$ cat config.mk
export PLATFORM = sky130hd
export DESIGN_NAME = npc_lsu
export DESIGN_NICKNAME = d
export VERILOG_FILES = /design/src/rtl/npc_lsu.sv
export SDC_FILE = /design/constraint.sdc
export NUM_CORES = 1
export LEC_CHECK = 0
export BUFFER_PORTS_ARGS = -buffer_cell sky130_fd_sc_hd__buf_2
export CORE_MARGIN = 3
export CORE_UTILIZATION = 30
export CTS_BUF_LIST = sky130_fd_sc_hd__clkbuf_4
export DETAILED_ROUTE_END_ITERATION = 10
export GPL_TIMING_DRIVEN = 0
export PLACE_DENSITY = 0.55
export SLEW_MARGIN = 25
export SYNTH_ARGS = -nofsm -noshare
export SYNTH_HDL_FRONTEND = slang
export SYNTH_SLANG_ARGS = --single-unit
$ cat constraint.sdc
create_clock -name clk -period 3.1 [get_ports clk]
set_input_delay 0 -clock clk [delete_from_list [all_inputs] [get_ports clk]]
set_output_delay 0 -clock clk [all_outputs]
set_load 0.1 [all_outputs]
$ cat src/rtl/npc_lsu.sv
// -----------------------------------------------------------------------------
// npc_lsu -- multi-cycle load/store unit for the npc core.
//
// Accepts one load or store from the execute stage (valid/ready). It drives a
// word-aligned request with byte mask and lane-shifted store data to a
// variable-latency memory port, and waits for the read data or write ack. It
// then returns the sign/zero-extended load result, or a fault, through a
// valid/ready response channel. Only one access is in flight at a time.
//
// Parameters:
//   XLEN   datapath width, 32 or 64
//   BYTES  byte lanes per word (XLEN/8)
//
// Ports:
//   clk, rst                 clock, synchronous active-high reset
//   req_valid/req_ready      request handshake (ready only while idle)
//   req_store, req_funct3    access kind and RISC-V size/sign encoding
//   req_addr, req_wdata      byte address, right-aligned store data
//   resp_valid/resp_ready    response handshake (valid held until ready)
//   resp_rdata, resp_fault   extended load data (0 for stores/faults), fault
//   mem_req_valid/_ready     bus request handshake
//   mem_wen, mem_addr        write enable, word-aligned address
//   mem_wdata, mem_wmask     lane-shifted store data, byte enables
//   mem_resp_valid, mem_rdata  one-cycle read-data / write-ack pulse
//
// Build option:
//   NPC_LSU_MISALIGN_TRAP_EN  when defined, accesses whose address is not a
//                             multiple of their size fault without touching
//                             the bus. When undefined they are issued with the
//                             truncated mask, and loads see missing upper
//                             bytes as zero.
// -----------------------------------------------------------------------------
module npc_lsu #(
  parameter int XLEN  = 32,
  parameter int BYTES = XLEN / 8
) (
  input  logic             clk,
  input  logic             rst,
  input  logic             req_valid,
  output logic             req_ready,
  input  logic             req_store,
  input  logic [2:0]       req_funct3,
  input  logic [XLEN-1:0]  req_addr,
  input  logic [XLEN-1:0]  req_wdata,
  output logic             resp_valid,
  input  logic             resp_ready,
  output logic [XLEN-1:0]  resp_rdata,
  output logic             resp_fault,
  output logic             mem_req_valid,
  input  logic             mem_req_ready,
  output logic             mem_wen,
  output logic [XLEN-1:0]  mem_addr,
  output logic [XLEN-1:0]  mem_wdata,
  output logic [BYTES-1:0] mem_wmask,
  input  logic             mem_resp_valid,
  input  logic [XLEN-1:0]  mem_rdata
);

  localparam int OFFW = $clog2(BYTES);

  typedef enum logic [1:0] {S_IDLE, S_REQ, S_WAIT, S_RESP} state_t;

  state_t            state_q, state_d;
  logic              store_q, store_d;
  logic              unsigned_q, unsigned_d;
  logic [3:0]        nbytes_q, nbytes_d;
  logic [OFFW-1:0]   offset_q, offset_d;
  logic              resp_fault_q, resp_fault_d;
  logic [XLEN-1:0]   resp_rdata_q, resp_rdata_d;
  logic              mem_wen_q, mem_wen_d;
  logic [XLEN-1:0]   mem_addr_q, mem_addr_d;
  logic [XLEN-1:0]   mem_wdata_q, mem_wdata_d;
  logic [BYTES-1:0]  mem_wmask_q, mem_wmask_d;

  // ---------------------------------------------------------------------------
  // Decode of the incoming request
  // ---------------------------------------------------------------------------
  logic [OFFW-1:0]  in_offset;
  logic [3:0]       in_nbytes;
  logic [BYTES-1:0] in_wmask;
  logic             in_legal;
  logic             in_misaligned;

  assign in_offset = req_addr[OFFW-1:0];
  assign in_nbytes = 4'd1 << req_funct3[1:0];

  always_comb begin
    in_legal = 1'b0;
    if (req_store) begin
      case (req_funct3)
        3'b000, 3'b001, 3'b010: in_legal = 1'b1;
        3'b011:                 in_legal = (XLEN == 64);
        default:                in_legal = 1'b0;
      endcase
    end else begin
      case (req_funct3)
        3'b000, 3'b001, 3'b010, 3'b100, 3'b101: in_legal = 1'b1;
        3'b011, 3'b110:                         in_legal = (XLEN == 64);
        default:                                in_legal = 1'b0;
      endcase
    end
  end

`ifdef NPC_LSU_MISALIGN_TRAP_EN
  // Size is a power of two, so addr mod size is just the low offset bits.
  assign in_misaligned = |(in_offset & OFFW'(in_nbytes - 4'd1));
`else
  assign in_misaligned = 1'b0;
`endif

  // ---------------------------------------------------------------------------
  // Per-lane masks. Lanes past the top of the word simply never match, which
  // gives the truncated store mask for free.
  // ---------------------------------------------------------------------------
  logic [XLEN-1:0]  load_shifted;
  logic [XLEN-1:0]  load_keep;
  logic [BYTES-1:0] load_msb_sel;
  logic [BYTES-1:0] load_byte_msb;
  logic             load_sign;
  logic [XLEN-1:0]  load_ext;

  // Zero-filling shift: bytes missing above the word read as 0.
  assign load_shifted = mem_rdata >> {offset_q, 3'b000};

  genvar gi;
  generate
    for (gi = 0; gi < BYTES; gi++) begin : g_lane
      assign in_wmask[gi]          = (gi >= int'(in_offset)) &&
                                     (gi < int'(in_offset) + int'(in_nbytes));
      assign load_keep[8*gi +: 8]  = {8{gi < int'(nbytes_q)}};
      assign load_msb_sel[gi]      = (gi + 1 == int'(nbytes_q));
      assign load_byte_msb[gi]     = load_shifted[8*gi + 7];
    end
  endgenerate

  // Sign comes from the top bit of the last byte of the access size.
  assign load_sign = ~unsigned_q & (|(load_msb_sel & load_byte_msb));
  assign load_ext  = (load_shifted & load_keep) | (load_sign ? ~load_keep : '0);

  // ---------------------------------------------------------------------------
  // Next-state logic
  // ---------------------------------------------------------------------------
  always_comb begin
    state_d      = state_q;
    store_d      = store_q;
    unsigned_d   = unsigned_q;
    nbytes_d     = nbytes_q;
    offset_d     = offset_q;
    resp_fault_d = resp_fault_q;
    resp_rdata_d = resp_rdata_q;
    mem_wen_d    = mem_wen_q;
    mem_addr_d   = mem_addr_q;
    mem_wdata_d  = mem_wdata_q;
    mem_wmask_d  = mem_wmask_q;

    case (state_q)
      S_IDLE: begin
        if (req_valid) begin
          store_d      = req_store;
          unsigned_d   = req_funct3[2];
          nbytes_d     = in_nbytes;
          offset_d     = in_offset;
          resp_rdata_d = '0;
          if (!in_legal || in_misaligned) begin
            // Fault bypasses the bus entirely.
            resp_fault_d = 1'b1;
            state_d      = S_RESP;
          end else begin
            resp_fault_d = 1'b0;
            mem_wen_d    = req_store;
            mem_addr_d   = {req_addr[XLEN-1:OFFW], {OFFW{1'b0}}};
            mem_wdata_d  = req_wdata << {in_offset, 3'b000};
            mem_wmask_d  = req_store ? in_wmask : '0;
            state_d      = S_REQ;
          end
        end
      end
      S_REQ: begin
        if (mem_req_ready) state_d = S_WAIT;
      end
      S_WAIT: begin
        if (mem_resp_valid) begin
          resp_rdata_d = store_q ? '0 : load_ext;
          state_d      = S_RESP;
        end
      end
      S_RESP: begin
        if (resp_ready) state_d = S_IDLE;
      end
      default: state_d = S_IDLE;
    endcase
  end

  always_ff @(posedge clk) begin
    if (rst) begin
      state_q      <= S_IDLE;
      store_q      <= 1'b0;
      unsigned_q   <= 1'b0;
      nbytes_q     <= 4'd0;
      offset_q     <= '0;
      resp_fault_q <= 1'b0;
      resp_rdata_q <= '0;
      mem_wen_q    <= 1'b0;
      mem_addr_q   <= '0;
      mem_wdata_q  <= '0;
      mem_wmask_q  <= '0;
    end else begin
      state_q      <= state_d;
      store_q      <= store_d;
      unsigned_q   <= unsigned_d;
      nbytes_q     <= nbytes_d;
      offset_q     <= offset_d;
      resp_fault_q <= resp_fault_d;
      resp_rdata_q <= resp_rdata_d;
      mem_wen_q    <= mem_wen_d;
      mem_addr_q   <= mem_addr_d;
      mem_wdata_q  <= mem_wdata_d;
      mem_wmask_q  <= mem_wmask_d;
    end
  end

  // Handshake outputs are pure decodes of the state register.
  assign req_ready     = (state_q == S_IDLE);
  assign mem_req_valid = (state_q == S_REQ);
  assign resp_valid    = (state_q == S_RESP);
  assign resp_rdata    = resp_rdata_q;
  assign resp_fault    = resp_fault_q;
  assign mem_wen       = mem_wen_q;
  assign mem_addr      = mem_addr_q;
  assign mem_wdata     = mem_wdata_q;
  assign mem_wmask     = mem_wmask_q;

endmodule
==> out/metrics.cfg, run 1 <==
[power_and_ir_drop]
leakagePower_nw=3.31
power.density_nw_per_um2=608
peakVddDrop_mv=0.286

[sta]
tightestPinTransition_ns=0.903
period_minus_slack_ns=2.68
maxSlewViolCount=0
timing.hold.ws_ns=0.0192
setup_tns_ns=0
clock_skew_ns=0.0329
max_freq_mhz=373
finalCritPeriodShare_pct=86.4
setup_viol=0
slew_headroom_pct=39.4
rsz0062_at_grt=no
finalHoldViolCount=0

[setup_path]
worstPathMaxFanout=10
cpMaxStageDelayCell=dlygate4sd3_1
cp.arrival_ns=3.12
crit_path_frequent_cell=nor2_1
worstPathRequired_ns=3.54
cp-end-kind=flip-flop
cp-start-kind=flip-flop
cp_top_family=buffers and inverters
path_buf_inv=4
slowest_delay_ns=0.56
critPathKind=reg2reg
worstPathCellList=inv_1 -> ha_1 -> nand2_1 -> clkbuf_1 -> nor2_1 -> nor2_1 -> clkbuf_2 -> a22o_1 -> dlygate4sd3_1

[placed_design]
portBuffers=207
dp_hpwl_um=13000
dpl-instance-area_um2=6240
globalplace.congestion=0.836
post-place-cells=988

[floorplan]
dieHeight_um=134
design.die.area_um2=18000
fp.dieW_um=134
start_util_pct=30.8
io_pins=211
core_area_um2=16000
rows=46

[logic_synthesis]
synth_flop_cell=dfxtp_1
ys_async_sr_fraction_pct=0
yosys.area.top_type=dfxtp_1
synth_seq_area_share_pct=44.7
yosys_warnings=0
syn-cell-area_um2=4930
synth.avg_cell_area_um2=8.74
yosysUniqueCellTypes=52
syn_inst=564
ys_ff_latch=110
synth_area_leaders=dfxtp_1 45%, nand2_1 7.4%, mux2i_1 6.5%, a21oi_1 5.0%, a211oi_1 4.0%
yosys.area.top_type_share_pct=44.7
synth_edf_count=0

[clocking]
insertion_delay_ns=0.51
cts_made_buffers=9
clk_pin_slew_ns=0.18
clkSinkCount=110
cts_setup_buffers=0
cts_buffer_depth=2
ctsHtreeMaxLevel=3
clockRootBuffer=clkbuf_4
tritoncts=built

[drt]
drtPass1Iterations=4
drtAntennaViolNets=0
drc=0
routed_wl_um=18000
drt_iter0_markers=266
wire_per_inst_um=16.3
via_count=5280
via_per_inst=4.79

[grt]
grt_start_max_net_pins=21
grt_pass1_wl_um=27900
grt_overflow=0
grt_pass1_vias=5211
antenna_found_initial=2
grt_usage_pct=19.6

[final_layout]
final_cell_mix=217 x buf_2, 110 x dfxtp_1, 97 x nand2_1, 97 x dlygate4sd3_1, 49 x a21oi_1
nNetsFinal=992
syn2layout_area_growth_pct=49.5
seqCellArea_um2=2200
fillers=1646
multi_input_area_um2=2510
final_cells=1103
layout_commonest_cell=buf_2
drive_gt1_share_pct=29.6
post-route-cell-area_um2=7370

[min_path]
hold_path_class=in2reg

[outcome]
status=completed

[flow_run]
cap_violations=0

-- worst min-delay path: cells and delay by family --
family	cells	cell delay [ns]
AO/OA/AOI/OAI	2	0.28
multiplexers	1	0.05
buffers and inverters	1	0.09
AND/OR/NAND/NOR	1	0.08
-- metrics by stage --
stage | util [%] | setup WS [ns] | total power (W)
CTS | 46.0 | 0.190 | 0.00451
floorplan | - | 0.616 | 0.00316
finish | 46.1 | 0.421 | 0.00448
detailed placement | 39.0 | 0.626 | 0.00360
global placement | 39.0 | 0.641 | 0.00360
global route | 46.1 | 0.162 | 0.00472
-- cells by family (layout without fill, tap and decap cells) --
group	count (synthesis)	in the layout	synth area share, %
simple gates	196	196	18.3
compound gates	159	159	21.8
flops	110	110	44.7
buf+inv	48	368	4.39
mux	43	43	9.09
fa+ha+maj	6	6	1.52
other cells	1	4	0.0761
xor+xnor	1	1	0.178
-- state kept, by name, indices dropped and copies added, names as in the netlist --
| name | count |
|---|---|
| resp_rdata | 32 |
| offset_q | 2 |
| unsigned_q | 1 |
| resp_fault | 1 |
| mem_wmask | 4 |
| mem_addr | 30 |
| mem_wdata | 32 |
| store_q | 1 |
| state_q | 2 |
| nbytes_q | 4 |
| mem_wen | 1 |
-- report_power, final --
group	total, W	switching [W]	internal [W]
clock	0.000808	0.000546	0.000262
sequential	0.00161	0.0000680	0.00154
combinational	0.00206	0.00155	0.000513
total	0.00448	0.00216	0.00232
-- final cells by class --
cell class | count | area share, %
antenna | 2 | 0.0679
clock inverter | 7 | 1.15
inverter | 5 | 0.255
tap | 216 | 3.67
multi-input combinational | 407 | 34.1
clock buffer | 9 | 0.917
buffer | 43 | 2.70
timing repair buffer | 304 | 27.2
sequential | 110 | 29.9
-- worst paths after layout --
| check | depth (start not counted) | to | slack, ns | from |
|---|---|---|---|---|
| worst max-delay path | 9 | mem_wdata[5] | 0.42 | state_q[1] |
| worst min-delay path | 5 | resp_rdata[0] | 0.02 | mem_rdata[0] |
| worst max register to register | 9 | mem_wdata[5] | 0.42 | state_q[1] |
| worst min register to register | 2 | mem_addr[31] | 0.46 | mem_addr[31] |
-- repair_timing --
action / CTS / global route
setup endpoints to repair: 0 / 7
resized for setup: 0 / 2
hold buffers: 97 / 0
endpoints found under the hold margin: 90 / 0
-- Yosys cell counts (6+ instances only) --
library cell	n
a221o_1	8
clkbuf_1	23
a211oi_1	26
nand2_1	97
nor3_1	8
buf_2	10
ha_1	6
o21ai_0	15
nor2b_1	13
a22oi_1	24
dfxtp_1	110
o21ai_1	9
a22o_1	10
a21oi_1	49
o2bb2ai_1	10
mux2i_1	32
nor2_1	46
mux2_2	9
-- routing by layer --
metal,up-vias,track usage [%],wire [µm]
met1,2424,24.8,7810
met5,-,0,0
met3,24,5.06,1300
li1,2632,-,-
met4,0,6.50,367
met2,200,32.5,8480
No activity file was read; power rests on OpenSTA's default activity.
==> run 2: changes to the inputs <==
--- a/config.mk
+++ b/config.mk
@@ -5,13 +5,14 @@
 export SDC_FILE = /design/constraint.sdc
 export NUM_CORES = 1
 export LEC_CHECK = 0
+export ABC_AREA = 1
 export BUFFER_PORTS_ARGS = -buffer_cell sky130_fd_sc_hd__buf_2
 export CORE_MARGIN = 3
 export CORE_UTILIZATION = 30
-export CTS_BUF_LIST = sky130_fd_sc_hd__clkbuf_4
+export CTS_BUF_LIST = sky130_fd_sc_hd__clkbuf_16
 export DETAILED_ROUTE_END_ITERATION = 10
 export GPL_TIMING_DRIVEN = 0
-export PLACE_DENSITY = 0.55
+export PLACE_DENSITY = 0.54
 export SLEW_MARGIN = 25
 export SYNTH_ARGS = -nofsm -noshare
 export SYNTH_HDL_FRONTEND = slang
==> run 2 against run 1 <==
  * Clock skew down 0.022 ns
  * Synthesized area is 7.2% higher
  * Final cell count rose by 14%
  * Critical path type unchanged
  * Critical endpoint is now mem_wdata[7]
  * Largest power group unchanged
  * Highest routed layer is now met5
==> out/metrics.cfg, run 2 <==
[sta]
period_minus_slack_ns=2.03  ; -0.646 ns
setup_viol=0  ; unchanged
tightestPinTransition_ns=0.622  ; -0.281 ns
setup_tns_ns=0  ; unchanged
finalHoldViolCount=0  ; unchanged
slew_headroom_pct=58.3  ; +19 points
clock_skew_ns=0.0107  ; -0.0223 ns
finalCritPeriodShare_pct=65.6  ; -21 points
maxSlewViolCount=0  ; unchanged
rsz0062_at_grt=no
max_freq_mhz=492  ; +32%

[clocking]
clk_pin_slew_ns=0.08  ; -0.10 ns
clkSinkCount=110  ; unchanged
cts_made_buffers=9  ; unchanged
ctsHtreeMaxLevel=3  ; unchanged
cts_setup_buffers=0  ; unchanged
insertion_delay_ns=0.36  ; -0.15 ns
tritoncts=built
cts_buffer_depth=2  ; unchanged
clockRootBuffer=clkbuf_16

[final_layout]
syn2layout_area_growth_pct=39.3
fillers=1839  ; +12%
drive_gt1_share_pct=26.3  ; -3.3 points
final_cell_mix=228 x buf_2, 164 x nand2_1, 110 x dfxtp_1
nNetsFinal=1139  ; +15%
diodes=0  ; -2
multi_input_area_um2=2620  ; +4.3%
layout_commonest_cell=buf_2
final_cells=1252  ; +14%
final_util_pct=43.6  ; -2.4 points
seqCellArea_um2=2200  ; unchanged

[setup_path]
worstPathRequired_ns=3.38  ; -0.16 ns
slowest_delay_ns=0.34  ; -0.22 ns
worstPathMaxFanout=10  ; unchanged
reg2reg_to=mem_wdata[7]
worstPathCellList=inv_1 -> ha_1 -> nand2_1 -> nor2_1 -> nand3_1 -> clkbuf_1 -> o31ai_1
rrSetupSlack_ns=1.07  ; +0.65 ns
reg2reg_from=state_q[0]
cp-start-kind=flip-flop
cpMaxStageDelayCell=dfxtp_1
reg2reg_depth=7  ; -2
cp-end-kind=flip-flop
cp.arrival_ns=2.31  ; -0.81 ns
critPathKind=reg2reg

[grt]
grt_overflow=0  ; unchanged
grt_start_max_net_pins=22  ; +4.8%
grt_pass1_vias=5833  ; +12%
antenna_found_initial=2  ; unchanged
grt_usage_pct=19.4  ; -0.13 points
grt_pass1_wl_um=30500  ; +9.3%

[floorplan]
dieHeight_um=139  ; +3.4%
rows=47  ; +2.2%
io_pins=211  ; unchanged
start_util_pct=31.3  ; +0.50 points
fp.dieW_um=139  ; +3.4%
core_area_um2=16900  ; +5.5%
design.die.area_um2=19200  ; +6.9%

[logic_synthesis]
synth.most_common_cell=nand2_1
yosys.area.top_type_share_pct=41.7  ; -3.0 points
synth.avg_cell_area_um2=6.93  ; -21%
synth_seq_area_share_pct=41.7  ; -3.0 points
synth_edf_count=0  ; unchanged
yosys.area.top_type=dfxtp_1
syn-cell-area_um2=5280  ; +7.2%
yosys-top-cells-count=164 x nand2_1, 110 x dfxtp_1, 92 x nor2_1
yosys_warnings=0  ; unchanged
ys_async_sr_fraction_pct=0  ; unchanged
yosysUniqueCellTypes=35  ; -33%
synth_flop_cell=dfxtp_1
ys_ff_latch=110  ; unchanged
synth_area_leaders=dfxtp_1 42%, nand2_1 12%, o21ai_0 8.0%, a21oi_1 6.7%, nor2_1 6.5%
syn_inst=762  ; +35%

[drt]
via_count=6019  ; +14%
routed_wl_um=19100  ; +6.2%
drtAntennaViolNets=0  ; unchanged
drtPass1Iterations=5  ; +1
drc=0  ; unchanged
via_per_inst=4.81  ; +0.43%
wire_per_inst_um=15.2  ; -6.4%
drt_iter0_markers=383  ; +44%

[power_and_ir_drop]
peakVddDrop_mv=0.449  ; +57%
leakagePower_nw=3.58  ; +7.9%
power.density_nw_per_um2=823  ; +35%

[min_path]
hold_path_class=in2reg
min_from=req_wdata[23]
min_to=mem_wdata[31]
hold_depth=5  ; unchanged

[placed_design]
globalplace.congestion=0.917  ; +9.7%
portBuffers=207  ; unchanged
dp_hpwl_um=14700  ; +13%
post-place-cells=1190  ; +20%

[outcome]
status=completed

[flow_run]
cap_violations=0  ; unchanged

-- run 2: cell count changes after synthesis, moves of 24 or more --
cell and change:
a22oi_1 -24, nand2_1 +67, mux2i_1 -32, inv_1 +38
o21ai_0 +69, nor2_1 +46, nand3_1 +59
-- run 2: routing by layer --
metal	share of wire (%)	global-route usage [%]
met1	43	23.9
met2	47	32.9
met3	8.2	6.28
met4	1.7	5.30
met5	0.14	0
-- run 2: how the worst max path moves through the flow --
| stage | cells past startpoint | start | slack, ns | endpoint |
|---|---|---|---|---|
| 2_1_floorplan | 7 | state_q[0] | 0.71 | mem_wdata[6] |
| 3_3_place_gp | 7 | state_q[0] | 1.11 | mem_wdata[6] |
| 3_5_place_dp | 7 | state_q[0] | 1.12 | mem_wdata[6] |
| 4_1_cts | 7 | state_q[0] | 1.08 | mem_wdata[7] |
| 5_1_grt | 7 | state_q[0] | 0.87 | mem_wdata[8] |
| 6_report | 7 | state_q[0] | 1.07 | mem_wdata[7] |
-- run 2: timing repair --
| action | CTS | global route |
|---|---|---|
| hold endpoints to repair | 46 | 0 |
| gates resized for setup | 0 | 0 |
| hold buffers | 46 | 0 |
-- run 2: worst max-delay path: cells and delay by family, from the launching register on --
kind	cells	cell delay, ns
AND/OR/NAND/NOR	3	0.71
buffers and inverters	2	0.38
flip-flops	1	0.34
adder cells (fa/ha/maj)	1	0.26
AO/OA/AOI/OAI	1	0.26
-- run 2: logic make-up after synthesis --
group                      Yosys count  synth area share (%)
AOI/OAI and AO/OA                  205                  21.4
xor gates and xnor gates             1                 0.166
adders and majority gates            6                  1.42
buffers and inverters              105                  8.74
DFF                                110                  41.7
other                                1                0.0710
and+or+nand+nor                    334                  26.5
-- run 2: metrics by stage --
step | setup WS (ns) | hold WS, ns | area [µm²] | total power [W]
finish | 1.07 | 0.0136 | 7360 | 0.00606
global route | 0.870 | 0.0292 | 7360 | 0.00642
CTS | 1.08 | 0.00160 | 7360 | 0.00612
detailed placement | 1.12 | 0.229 | 6600 | 0.00489
global placement | 1.11 | 0.222 | 6600 | 0.00489
floorplan | 0.715 | 0.135 | 5290 | 0.00425
-- run 2: where the power goes --
group,leakage [nW],internal [W],switching [W]
sequential,0.896,0.00162,0.000106
clock,0.147,0.000574,0.000596
combinational,2.53,0.000665,0.00250
total,3.58,0.00286,0.00320
-- run 2: area by class of cell --
type	instances	share of cell area (%)
clock inverters	7	1.04
inverters	51	2.60
well taps	220	3.74
multi-input cells	548	35.6
flip-flops and latches	110	29.9
clock buffers	9	3.06
repair buffers	253	20.3
plain buffers	54	3.67
==> run 3: changes to the inputs <==
--- a/config.mk
+++ b/config.mk
@@ -12,7 +12,7 @@
 export CTS_BUF_LIST = sky130_fd_sc_hd__clkbuf_16
 export DETAILED_ROUTE_END_ITERATION = 10
 export GPL_TIMING_DRIVEN = 0
-export PLACE_DENSITY = 0.54
+export PLACE_DENSITY = 0.56
 export SLEW_MARGIN = 25
 export SYNTH_ARGS = -nofsm -noshare
 export SYNTH_HDL_FRONTEND = slang
==> constraint.sdc (replaced) <==
create_clock -name clk -period 1.8 [get_ports clk]
set_input_delay 0 -clock clk [delete_from_list [all_inputs] [get_ports clk]]
set_output_delay 0 -clock clk [all_outputs]
set_load 0.1 [all_outputs]
==> run 3 against run 2 <==
  * Maximum frequency grew 21%
  * Core utilization rose by 0.98 points
  * Non-clock buffer count up 11
  * Hold slack lost 0.0040 ns
  * Sequential cell count is the same
  * Die area unchanged
  * Critical endpoint is now resp_rdata[15]
  * Power rose by 78%
  * Sequential power up 73%
  * Global-route usage up 0.25 points
==> out/metrics.cfg, run 3 (synthesis results as in run 2) <==
[setup_path]
cp.arrival_ns=1.91  ; -0.40 ns
worstPathCellList=inv_1 -> ha_4 -> inv_1 -> or2_1 -> o21ai_2 -> inv_2 -> nand2_4 -> inv_2 -> o21ai_0 -> inv_1 -> nand2_1 -> a21oi_1
cp-end-kind=flip-flop
cp_top_family=simple AND/OR/NAND/NOR gates
cpMaxStageDelayCell=dfxtp_2
path_buf_inv=5  ; +3
cp-start-kind=flip-flop
slowest_delay_ns=0.35  ; about the same
critPathKind=reg2reg
crit_path_frequent_cell=inv_1
worstPathRequired_ns=2.03  ; -1.35 ns
worstPathMaxFanout=9  ; -1

[final_layout]
multi_input_area_um2=2660  ; +1.4%
layout_commonest_cell=buf_2
drive_gt1_share_pct=27.8  ; +1.5 points
final_util_pct=44.6  ; +0.98 points
final_cell_mix=228 x buf_2, 163 x nand2_1, 108 x dfxtp_1
nNetsFinal=1150  ; +0.97%
syn2layout_area_growth_pct=42.4
final_cells=1264  ; +0.96%
seqCellArea_um2=2200  ; +0.11%
fillers=1818  ; -1.1%

[grt]
grt_start_max_net_pins=25  ; +14%
antenna_found_initial=2  ; unchanged
grt_pass1_wl_um=31100  ; +1.9%
grt_usage_pct=19.7  ; +0.25 points
grt_overflow=0  ; unchanged
grt_pass1_vias=6035  ; +3.5%

[sta]
period_minus_slack_ns=1.68  ; -0.354 ns
timing.hold.ws_ns=0.00959  ; -0.00402 ns
finalHoldViolCount=0  ; unchanged
finalCritPeriodShare_pct=93.3  ; +28 points
tightestPinTransition_ns=0.638  ; +0.0162 ns
maxSlewViolCount=0  ; unchanged
slew_headroom_pct=57.2  ; -1.1 points
setup_viol=0  ; unchanged
rsz0062_at_grt=no
setup_tns_ns=0  ; unchanged
setup_ws_ns=0.121  ; -0.946 ns
max_freq_mhz=596  ; +21%
clock_skew_ns=0.0109  ; +0.000289 ns

[power_and_ir_drop]
peakVddDrop_mv=0.932  ; +110%
power.density_nw_per_um2=1430  ; +74%
leakagePower_nw=3.65  ; +2.0%

[floorplan]
dieHeight_um=139  ; unchanged
core_area_um2=16900  ; unchanged
io_pins=211  ; unchanged
rows=47  ; unchanged
start_util_pct=31.3  ; unchanged
design.die.area_um2=19200  ; unchanged
fp.dieW_um=139  ; unchanged

[clocking]
clkSinkCount=110  ; unchanged
cts_made_buffers=9  ; unchanged
clk_pin_slew_ns=0.09  ; about the same
cts_buffer_depth=2  ; unchanged
tritoncts=built
insertion_delay_ns=0.37  ; about the same
ctsHtreeMaxLevel=3  ; unchanged
clockRootBuffer=clkbuf_16

[drt]
drt_iter0_markers=329  ; -14%
via_per_inst=4.81  ; about the same
wire_per_inst_um=15.4  ; +1.3%
drc=0  ; unchanged
drtAntennaViolNets=0  ; unchanged
routed_wl_um=19500  ; +2.3%
via_count=6080  ; +1.0%
drtPass1Iterations=5  ; unchanged

[outcome]
status=completed

[placed_design]
dp_hpwl_um=14800  ; +0.89%
place_ws_ns=-0.0940  ; -1.21 ns
globalplace.congestion=0.912  ; -0.53%
post-place-cells=1190  ; unchanged
portBuffers=207  ; unchanged

[flow_run]
cap_violations=0  ; unchanged

[min_path]
hold_path_class=in2reg

run 3: cell type report:
class / count / area share [%]
Multi-Input combinational cell: 548 / 35.4
Inverter: 51 / 2.54
Clock buffer: 9 / 2.99
Timing Repair Buffer: 264 / 21.2
Sequential cell: 110 / 29.3
Buffer: 54 / 3.69
Tap cell: 220 / 3.66
Antenna cell: 1 / 0.0333
Clock inverter: 7 / 1.25
run 3: what timing repair did:
item,in CTS,in global routing
setup buffers,2,3
hold buffers,52,0
endpoints found under the setup margin,13,50
gates resized for setup,2,14
pin swaps,1,2
hold endpoints to repair,49,0
run 3: worst reg2reg max path, stage by stage, from the launching register on:
cell,delay [ns]
dfxtp_2,0.35
inv_1,0.10
ha_4,0.16
inv_1,0.06
or2_1,0.21
o21ai_2,0.07
inv_2,0.08
nand2_4,0.11
inv_2,0.09
o21ai_0,0.09
inv_1,0.07
nand2_1,0.09
a21oi_1,0.06
run 3: layer usage:
metal	GRT usage [%]	part of all wire (%)	routed length [µm]
met1	23.5	42	8250
met2	33.6	47	9140
met3	6.45	8.6	1690
met4	6.28	2.2	424
met5	0	0.036	7
run 3: stage by stage:
step	instance area, µm²	power [W]
after floorplan	5300	0.00737
after global placement	6610	0.00847
after detailed placement	6610	0.00847
after CTS	7470	0.0108
after global routing	7520	0.0114
final	7520	0.0108
run 3: where the power goes:
part / internal (W) / switching, W
logic: 0.00126 / 0.00438
clock network: 0.00103 / 0.00111
registers: 0.00280 / 0.000192
run 3: worst paths after layout:
check	startpoint	endpoint	slack (ns)	cells after the start
worst max-delay path	state_q[0]	resp_rdata[15]	0.12	12
worst min-delay path	req_wdata[26]	mem_wdata[26]	0.01	5
worst max register to register	state_q[0]	resp_rdata[15]	0.12	12
worst min register to register	resp_rdata[4]	resp_rdata[4]	0.46	2
